--- src/rtl/decoder_2x4_stream.sv ---
// Registered, handshaked W-to-2^W one-hot decoder with a 2-entry in-order
// output buffer and a saturating count of accepted codes.
//
// state | meaning
// EMPTY | no entry buffered, out_valid=0
// ONE   | head holds the entry being presented
// TWO   | head presented, tail queued behind it, input stalled
module decoder_2x4_stream #(
  parameter int W     = 2,
  parameter int CNT_W = 8
) (
  input  logic                  clk,
  input  logic                  rst_n,
  input  logic                  en,
  input  logic                  in_valid,
  output logic                  in_ready,
  input  logic [W-1:0]          in_code,
  output logic                  out_valid,
  input  logic                  out_ready,
  output logic [(1<<W)-1:0]     out_onehot,
  output logic [W-1:0]          out_code,
  output logic [CNT_W-1:0]      dec_count,
  input  logic                  cnt_clr
);

  localparam int OW = 1 << W;
  localparam logic [CNT_W-1:0] CNT_MAX = '1;

  typedef enum logic [1:0] {
    EMPTY = 2'd0,
    ONE   = 2'd1,
    TWO   = 2'd2
  } state_t;

  state_t       state, state_d;
  logic [W-1:0] head, head_d;
  logic [W-1:0] tail, tail_d;
  logic         accept;
  logic         pop;

  // in_ready looks only at registered occupancy; rst_n keeps it low while held in reset
  assign in_ready  = en & rst_n & (state != TWO);
  assign out_valid = (state != EMPTY);
  assign accept    = in_valid & in_ready;
  assign pop       = out_valid & out_ready;

  always_ff @(posedge clk or negedge rst_n) begin
    if (!rst_n) begin
      state <= EMPTY;
      head  <= '0;
      tail  <= '0;
    end else begin
      state <= state_d;
      head  <= head_d;
      tail  <= tail_d;
    end
  end

  always_comb begin
    state_d = state;
    head_d  = head;
    tail_d  = tail;
    case (state)
      EMPTY: begin
        if (accept) begin
          state_d = ONE;
          head_d  = in_code;
        end
      end
      ONE: begin
        if (accept && pop) begin
          head_d = in_code;
        end else if (accept) begin
          state_d = TWO;
          tail_d  = in_code;
        end else if (pop) begin
          state_d = EMPTY;
        end
      end
      TWO: begin
        if (pop) begin
          state_d = ONE;
          head_d  = tail;
        end
      end
      default: state_d = EMPTY;
    endcase
  end

  always_comb begin
    out_onehot = '0;
    out_code   = '0;
    if (out_valid) begin
      out_onehot[head] = 1'b1;
      out_code         = head;
    end
  end

  // clear takes priority over a same-cycle accept
  always_ff @(posedge clk or negedge rst_n) begin
    if (!rst_n) begin
      dec_count <= '0;
    end else if (cnt_clr) begin
      dec_count <= '0;
    end else if (accept && (dec_count != CNT_MAX)) begin
      dec_count <= dec_count + 1'b1;
    end
  end

endmodule

--- config.mk ---
export PLATFORM = sky130hd
export DESIGN_NAME = decoder_2x4_stream
export DESIGN_NICKNAME = d
export VERILOG_FILES = /design/src/rtl/decoder_2x4_stream.sv
export SDC_FILE = /design/constraint.sdc
export NUM_CORES = 1
export LEC_CHECK = 0
export BUFFER_PORTS_ARGS = -buffer_cell sky130_fd_sc_hd__buf_2
export CORE_ASPECT_RATIO = 0.75
export CORE_MARGIN = 3
export CORE_UTILIZATION = 46
export CTS_CLUSTER_SIZE = 16
export DETAILED_ROUTE_END_ITERATION = 12
export MAX_ROUTING_LAYER = met4
export PLACE_DENSITY = 0.72
export SLEW_MARGIN = 5
export SYNTH_ARGS = -nofsm -noshare
export SYNTH_HDL_FRONTEND = slang
export SYNTH_SLANG_ARGS = --single-unit
export TNS_END_PERCENT = 20
--- constraint.sdc ---
create_clock -name clk -period 4 [get_ports clk]
set_input_delay 0.4 -clock clk [delete_from_list [all_inputs] [get_ports clk]]
set_output_delay 0.4 -clock clk [all_outputs]
set_load 0.02 [all_outputs]
==> metrics.md, run 1 <==
| Metric | Value |
|---|---|
| Via/cell ratio | 5.715 |
| HP Class | in2async |
| Slew HR | 52.23% |
| Global-route wire length before repair | 3305 um |
| Final TNS setup | 0 ns |
| Postcts setup bufs | 0 |
| Sink Count | 14 |
| Antenna cells | 0 |
| Maxcap violations | 0 |
| Register area share after synthesis | 40.64% |
| Outcome | completed |
| Unique masters post-synth | 30 |
| GRT Total Usage | 18.04% |
| Pins Over Slew Limit | 0 |
| Worst Path Arrival | 1.49 ns |
| R2r setup slk | 2.11 ns |
| Fin area | 1011 sq um |
| Most frequent cells in the layout | 23 x buf_2, 14 x dfrtp_1, 11 x nand2_1 |
| Area growth, synth to finish | 17.27% |
| DRC violations left | 0 |
| Post-Syn Area | 862.1 sq um |
| Fin crit period | 1.893 ns |
| Post-cts resize count | 0 |
| Buffers on Ports | 23 |
| Crit path kind | reg2out |
| Worst setup margin | 2.107 ns |
| Worst setup EP type | output pin |
| Starting density of the core | 53.16% |
| Async SR Flop Fraction | 100.0% |
| Routed vias | 743 |
| Synthesized flop and latch total | 14 |
| Critical path required time | 3.60 ns |
| DIE HEIGHT | 43.49 um |
| Initial antenna violation count | 0 |
| End-of-flow core utilization | 62.35% |
| TritonRoute pass-1 iters | 4 |
| Synth Flop Type | dfrtp_1 |
| Initial detailed-routing violation count | 27 |
| Worst-margin pin slew | 0.7151 ns |
| Num CTS Buffers | 3 |
| Layout Cells excl Fill | 130 |
| Period utilisation layout | 47.32% |
| Commonest non-fill, non-tap cell in the layout | buf_2 |
| Die width | 55.99 um |
| Die area | 2435 sq um |
| PwrDens | 313.4 nW/um^2 |
| H-tree Lvls | 1 |
| Leak | 0.4838 nW |
| WL per Instance | 14.39 um |
| WHS | 0.01472 ns |
| RSZ-0062 raised after global routing | no |
| Filler Cell Count | 144 |
| Antenna Violating Nets Remaining | 0 |
| Post-Syn Instances | 85 |
| Nets | 120 |
| Startpoint Class | flip-flop |
| RePlAce Congestion | 0.7246 |
| Hold Buf Count CTS | 0 |
| Mean Syn Cell Area | 10.14 sq um |
| DP HPWL | 1456 um |
| Cell Area, Placed | 988.4 sq um |
| Core box area | 1622 sq um |
| Worst-skew pair later-pin latency | 0.28 ns |
| Total gr overflow | 0 |
| Clk slew on worst S/H paths | 0.08 ns |
| Yosys Warn Count | 0 |
| Largest net degree at the start of global routing | 18 |
| Root buffer cell | clkbuf_4 |
| Final Total Pwr | 0.3168 mW |
| Ports | 24 |
| Pre-CTS setup slack | 2.018 ns |
| CTS tree | built |
| Layout Skew | 0.0007220 ns |
| Post-synth EDFFs | 0 |
| Max rail drop VDD | 0.2613 mV |
| Layout cell share with drive strength beyond 1 | 35.78% |
| F_max | 528.4 MHz |
| Post-Route WL | 1871 um |
| Final setup fails | 0 |
| Clk buf depth | 2 |
| Placed insts | 127 |
| Row cnt | 12 |
| Crit-path max FO | 7 |
| Syn_nets | 94 |
| Vias in the first global route | 684 |
| Fin. Hold Viols | 0 |
area by class of cell:
class | instances | area, sq um | area share, %
repair buffers | 23 | 115.1 | 11.39
well taps | 21 | 26.28 | 2.599
flip-flops and latches | 14 | 350.3 | 34.65
clock buffers | 3 | 22.52 | 2.228
multi-input cells | 67 | 489.2 | 48.39
inverters | 2 | 7.507 | 0.7426
registers in the layout, summed over array words and instances (netlist names):
signal	cells
state	2
head	2
tail	2
dec_count	8
layer usage:
layer | share of wire [%] | vias to the layer above | GRT usage [%]
li1 | - | 360 | -
met1 | 45 | 357 | 23.54
met2 | 48 | 24 | 28.44
met3 | 5.8 | 2 | 5.357
met4 | 0.59 | 0 | 2.844
met5 | 0 | - | -
kinds of logic (layout without fill, tap and decap cells):
| family | after synthesis | in the layout | synth area share (%) |
|---|---|---|---|
| AOI/OAI and AO/OA | 14 | 14 | 13.35 |
| adders and majority gates | 1 | 1 | 1.451 |
| buffers and inverters | 4 | 28 | 2.612 |
| DFF | 14 | 14 | 40.64 |
| muxes | 7 | 7 | 9.288 |
| and+or+nand+nor | 45 | 45 | 32.65 |
Yosys cell counts, types with 2 or more instances:
master / number / area share [%]
dfrtp_1: 14 / 41
nand2_1: 11 / 4.8
nor3_1: 6 / 3.5
mux2_2: 4 / 5.2
nor2_1: 4 / 1.7
nor2b_1: 4 / 2.9
a211oi_1: 3 / 2.6
a21oi_1: 3 / 1.7
a31oi_1: 3 / 2.2
and3_1: 3 / 2.2
nand2b_1: 3 / 2.2
nand3_1: 3 / 1.7
and2_1: 2 / 1.5
and3_4: 2 / 2.6
and4b_2: 2 / 2.6
inv_1: 2 / 0.87
mux2i_1: 2 / 2.3
nand3b_1: 2 / 1.7
worst max-delay path, cell delays in order (launching register included):
cell and delay (ns):
dfrtp_1 0.45, nor2_1 0.20, inv_1 0.11, and2_1 0.17, nor2b_1 0.12, buf_2 0.16
power breakdown:
| group | total, mW | switching, mW | internal, mW |
|---|---|---|---|
| Combinational | 0.0689 | 0.0385 | 0.0304 |
| Clock | 0.0791 | 0.0441 | 0.0350 |
| Sequential | 0.169 | 0.0134 | 0.155 |
final timing paths:
| kind | startpoint | endpoint | cells past startpoint |
|---|---|---|---|
| max | state[1] | out_onehot[1] | 5 |
| min | rst_n | dec_count[0] | 1 |
| max reg2reg | state[1] | head[1] | 4 |
| min reg2reg | tail[0] | tail[0] | 1 |
| max in group asynchronous | rst_n | head[1] | 1 |
| min in group clk | out_ready | state[1] | 2 |
Note: power is estimated with default switching activity, not from simulation.
==> run 2: changes to the inputs <==
--- a/config.mk
+++ b/config.mk
@@ -8,11 +8,11 @@
 export BUFFER_PORTS_ARGS = -buffer_cell sky130_fd_sc_hd__buf_2
 export CORE_ASPECT_RATIO = 0.75
 export CORE_MARGIN = 3
-export CORE_UTILIZATION = 46
+export CORE_UTILIZATION = 45
 export CTS_CLUSTER_SIZE = 16
 export DETAILED_ROUTE_END_ITERATION = 12
 export MAX_ROUTING_LAYER = met4
-export PLACE_DENSITY = 0.72
+export PLACE_DENSITY = 0.73
 export SLEW_MARGIN = 5
 export SYNTH_ARGS = -nofsm -noshare
 export SYNTH_HDL_FRONTEND = slang
==> constraint.sdc (replaced) <==
create_clock -name clk -period 1.5 [get_ports clk]
set_input_delay 0.15 -clock clk [delete_from_list [all_inputs] [get_ports clk]]
set_output_delay 0.15 -clock clk [all_outputs]
set_load 0.02 [all_outputs]
==> run 2 against run 1 <==
Compared with the run above:
- the run now ends with negative setup slack left
- clock skew is 0.0019 ns higher
- cell area is 20% higher
- setup slack worse by 2.1 ns
- sequential share of layout area is 5.4 points lower
- global-route usage is 1.1 points higher
- first-iteration DRC count is 15% lower
- sequential power grew to 2.7 times the previous value
- hold slack better by 0.040 ns
- critical endpoint is now out_code[1]
- largest power group unchanged
==> metrics.md, run 2 (synthesized netlist as in run 1, its figures left out) <==
| Metric | Value |
|---|---|
| Final setup fails | 2 (was 0) |
| R2R depth | 5 (was 4) |
| Most frequent cells in the layout | 21 x buf_2, 13 x buf_4, 11 x nand2_1, 11 x dfrtp_1, 5 x nor3_1 (was 23 x buf_2, 14 x dfrtp_1, 11 x nand2_1) |
| Antenna cells | 0 (unchanged) |
| Outcome | complete, but fails checks (was completed) |
| Filler Cell Count | 138 (was 144) |
| Critical Path, Cell by Cell | nor2_4, inv_2, buf_4, and2_1, buf_2 (was nor2_1, inv_1, and2_1, nor2b_1, buf_2) |
| Clk slew on worst S/H paths | 0.09 ns (was 0.08 ns) |
| Crit path kind | reg2out (unchanged) |
| Max rail drop VDD | 0.6752 mV (was 0.2613 mV) |
| Layout cell share with drive strength beyond 1 | 52.80% (was 35.78%) |
| DIE HEIGHT | 43.91 um (was 43.49 um) |
| Fin. Hold Viols | 0 (unchanged) |
| Maxcap violations | 0 (unchanged) |
| Startpoint Class | flip-flop (unchanged) |
| Root buffer cell | clkbuf_4 (unchanged) |
| Leak | 0.5689 nW (was 0.4838 nW) |
| Largest net degree at the start of global routing | 13 (was 18) |
| Start point of the critical path | state[0] (was state[1]) |
| Violated checks | negative setup slack |
| Critical path required time | 1.35 ns (was 3.60 ns) |
| Placed insts | 137 (was 127) |
| CP peak stage delay | 0.46 ns (was 0.45 ns) |
| Slew HR | 62.14% (was 52.23%) |
| Row cnt | 13 (was 12) |
| DRC violations left | 0 (unchanged) |
| Routed vias | 821 (was 743) |
| Post-Route WL | 2196 um (was 1871 um) |
| Worst Path Buf+Inv | 3 (was 2) |
| Crit-path max FO | 5 (was 7) |
| F_max | 657.6 MHz |
| HP Class | in2reg (was in2async) |
| Clk buf depth | 2 (unchanged) |
| Max stage delay cell, worst path | dfrtp_2 (was dfrtp_1) |
| Num CTS Buffers | 3 (unchanged) |
| Max reg flops | 8 (unchanged) |
| Period utilisation layout | 101.4% |
| R2r setup slk | 0.04 ns (was 2.11 ns) |
| Buffers on Ports | 23 (unchanged) |
| Sink Count | 14 (unchanged) |
| WHS Endpoint | state[1] |
| Antenna Violating Nets Remaining | 0 (unchanged) |
| TritonRoute pass-1 iters | 5 (was 4) |
| Worst-skew pair later-pin latency | 0.28 ns (about the same) |
| Pins Over Slew Limit | 0 (unchanged) |
| Total gr overflow | 0 (unchanged) |
| Core box area | 1773 sq um (was 1622 sq um) |
| Die width | 56.54 um (was 55.99 um) |
| RSZ-0062 raised after global routing | yes (was no) |
| Layout Skew | 0.002641 ns (was 0.0007220 ns) |
| Nets | 135 (was 120) |
| Fin area | 1212 sq um (was 1011 sq um) |
| Area growth, synth to finish | 40.64% (was 17.27%) |
| Hold_sp | out_ready |
| Via/cell ratio | 5.585 (was 5.715) |
| WHS Path Cells | 2 |
| H-tree Lvls | 1 (unchanged) |
| Worst Path Arrival | 1.37 ns (was 1.49 ns) |
| Global-route wire length before repair | 3422 um (was 3305 um) |
| Initial detailed-routing violation count | 23 (was 27) |
| WL per Instance | 14.94 um (was 14.39 um) |
| Biggest register | dec_count (unchanged) |
| PwrDens | 797.6 nW/um^2 (was 313.4 nW/um^2) |
| Crit path max-delay family | flip-flops (was simple AND/OR/NAND/NOR gates) |
| Ports | 24 (unchanged) |
| GRT Total Usage | 19.17% (was 18.04%) |
| CTS tree | built (unchanged) |
| Commonest non-fill, non-tap cell in the layout | buf_2 (unchanged) |
| DP HPWL | 1526 um (was 1456 um) |
| Starting density of the core | 48.62% (was 53.16%) |
| Worst setup EP type | output pin (unchanged) |
| Worst-margin pin slew | 0.5661 ns (was 0.7151 ns) |
| R2R Path Start | state[1] (unchanged) |
| RePlAce Congestion | 0.8840 (was 0.7246) |
| Fin crit period | 1.521 ns |
| Layout Cells excl Fill | 147 (was 130) |
| Worst setup margin | -0.02058 ns (was 2.107 ns) |
| Initial antenna violation count | 0 (unchanged) |
| R2r endpoint | dec_count[5] (was head[1]) |
| Cell Area, Placed | 1059 sq um (was 988.4 sq um) |
| Die area | 2482 sq um (was 2435 sq um) |
| Vias in the first global route | 727 (was 684) |
[run 2: metal layers]
| metal | share of wire, % | routed length [um] | global-route usage, % |
|---|---|---|---|
| met1 | 47 | 1032 | 24.95 |
| met2 | 47 | 1027 | 27.65 |
| met3 | 5.3 | 116 | 7.440 |
| met4 | 0.96 | 21 | 5.687 |
| met5 | 0 | 0 | - |
[run 2: metrics by stage]
step | hold slack [ns] | util [%] | power [mW] | setup slack, ns | TNS [ns]
6_report | 0.05423 | 68.38 | 0.9670 | -0.02058 | -0.03738
5_1_grt | 0.04462 | 68.38 | 1.009 | -0.08597 | -0.2774
4_1_cts | 0.04734 | 64.15 | 0.9389 | -0.03583 | -0.06990
3_5_place_dp | -0.03003 | 59.70 | 0.6515 | 0.01012 | 0
3_3_place_gp | -0.03125 | 59.70 | 0.6443 | 0.03441 | 0
2_1_floorplan | -0.1456 | - | 0.5768 | 0.01330 | 0
[run 2: what timing repair did]
action,in CTS,in global routing
pin swaps,0,6
buffers inserted,1,3
setup endpoints to repair,6,8
gates resized for setup,5,13
hold buffers,2,0
endpoints found under the hold margin,14,0
[run 2: layout make-up]
type                            instances  area (sq um)  area share, %
Multi-Input combinational cell         67         541.8          44.69
Sequential cell                        14         354.1          29.21
Timing Repair Buffer                   38         245.2          20.23
Clock buffer                            4         36.28          2.993
Tap cell                               22         27.53          2.270
Inverter                                2         7.507         0.6192
[run 2: how the worst max path moves through the flow]
stage,depth (start not counted),slack (ns),endpoint
after floorplan,4,0.01,dec_count[0]
after global placement,5,0.03,dec_count[6]
after detailed placement,5,0.01,dec_count[4]
after CTS,5,-0.04,out_onehot[1]
after global routing,5,-0.09,out_onehot[1]
final,5,-0.02,out_code[1]
[run 2: power breakdown]
| group | internal, mW | switching, mW |
|---|---|---|
| Combinational | 0.117 | 0.116 |
| Clock | 0.148 | 0.131 |
| Sequential | 0.415 | 0.0397 |
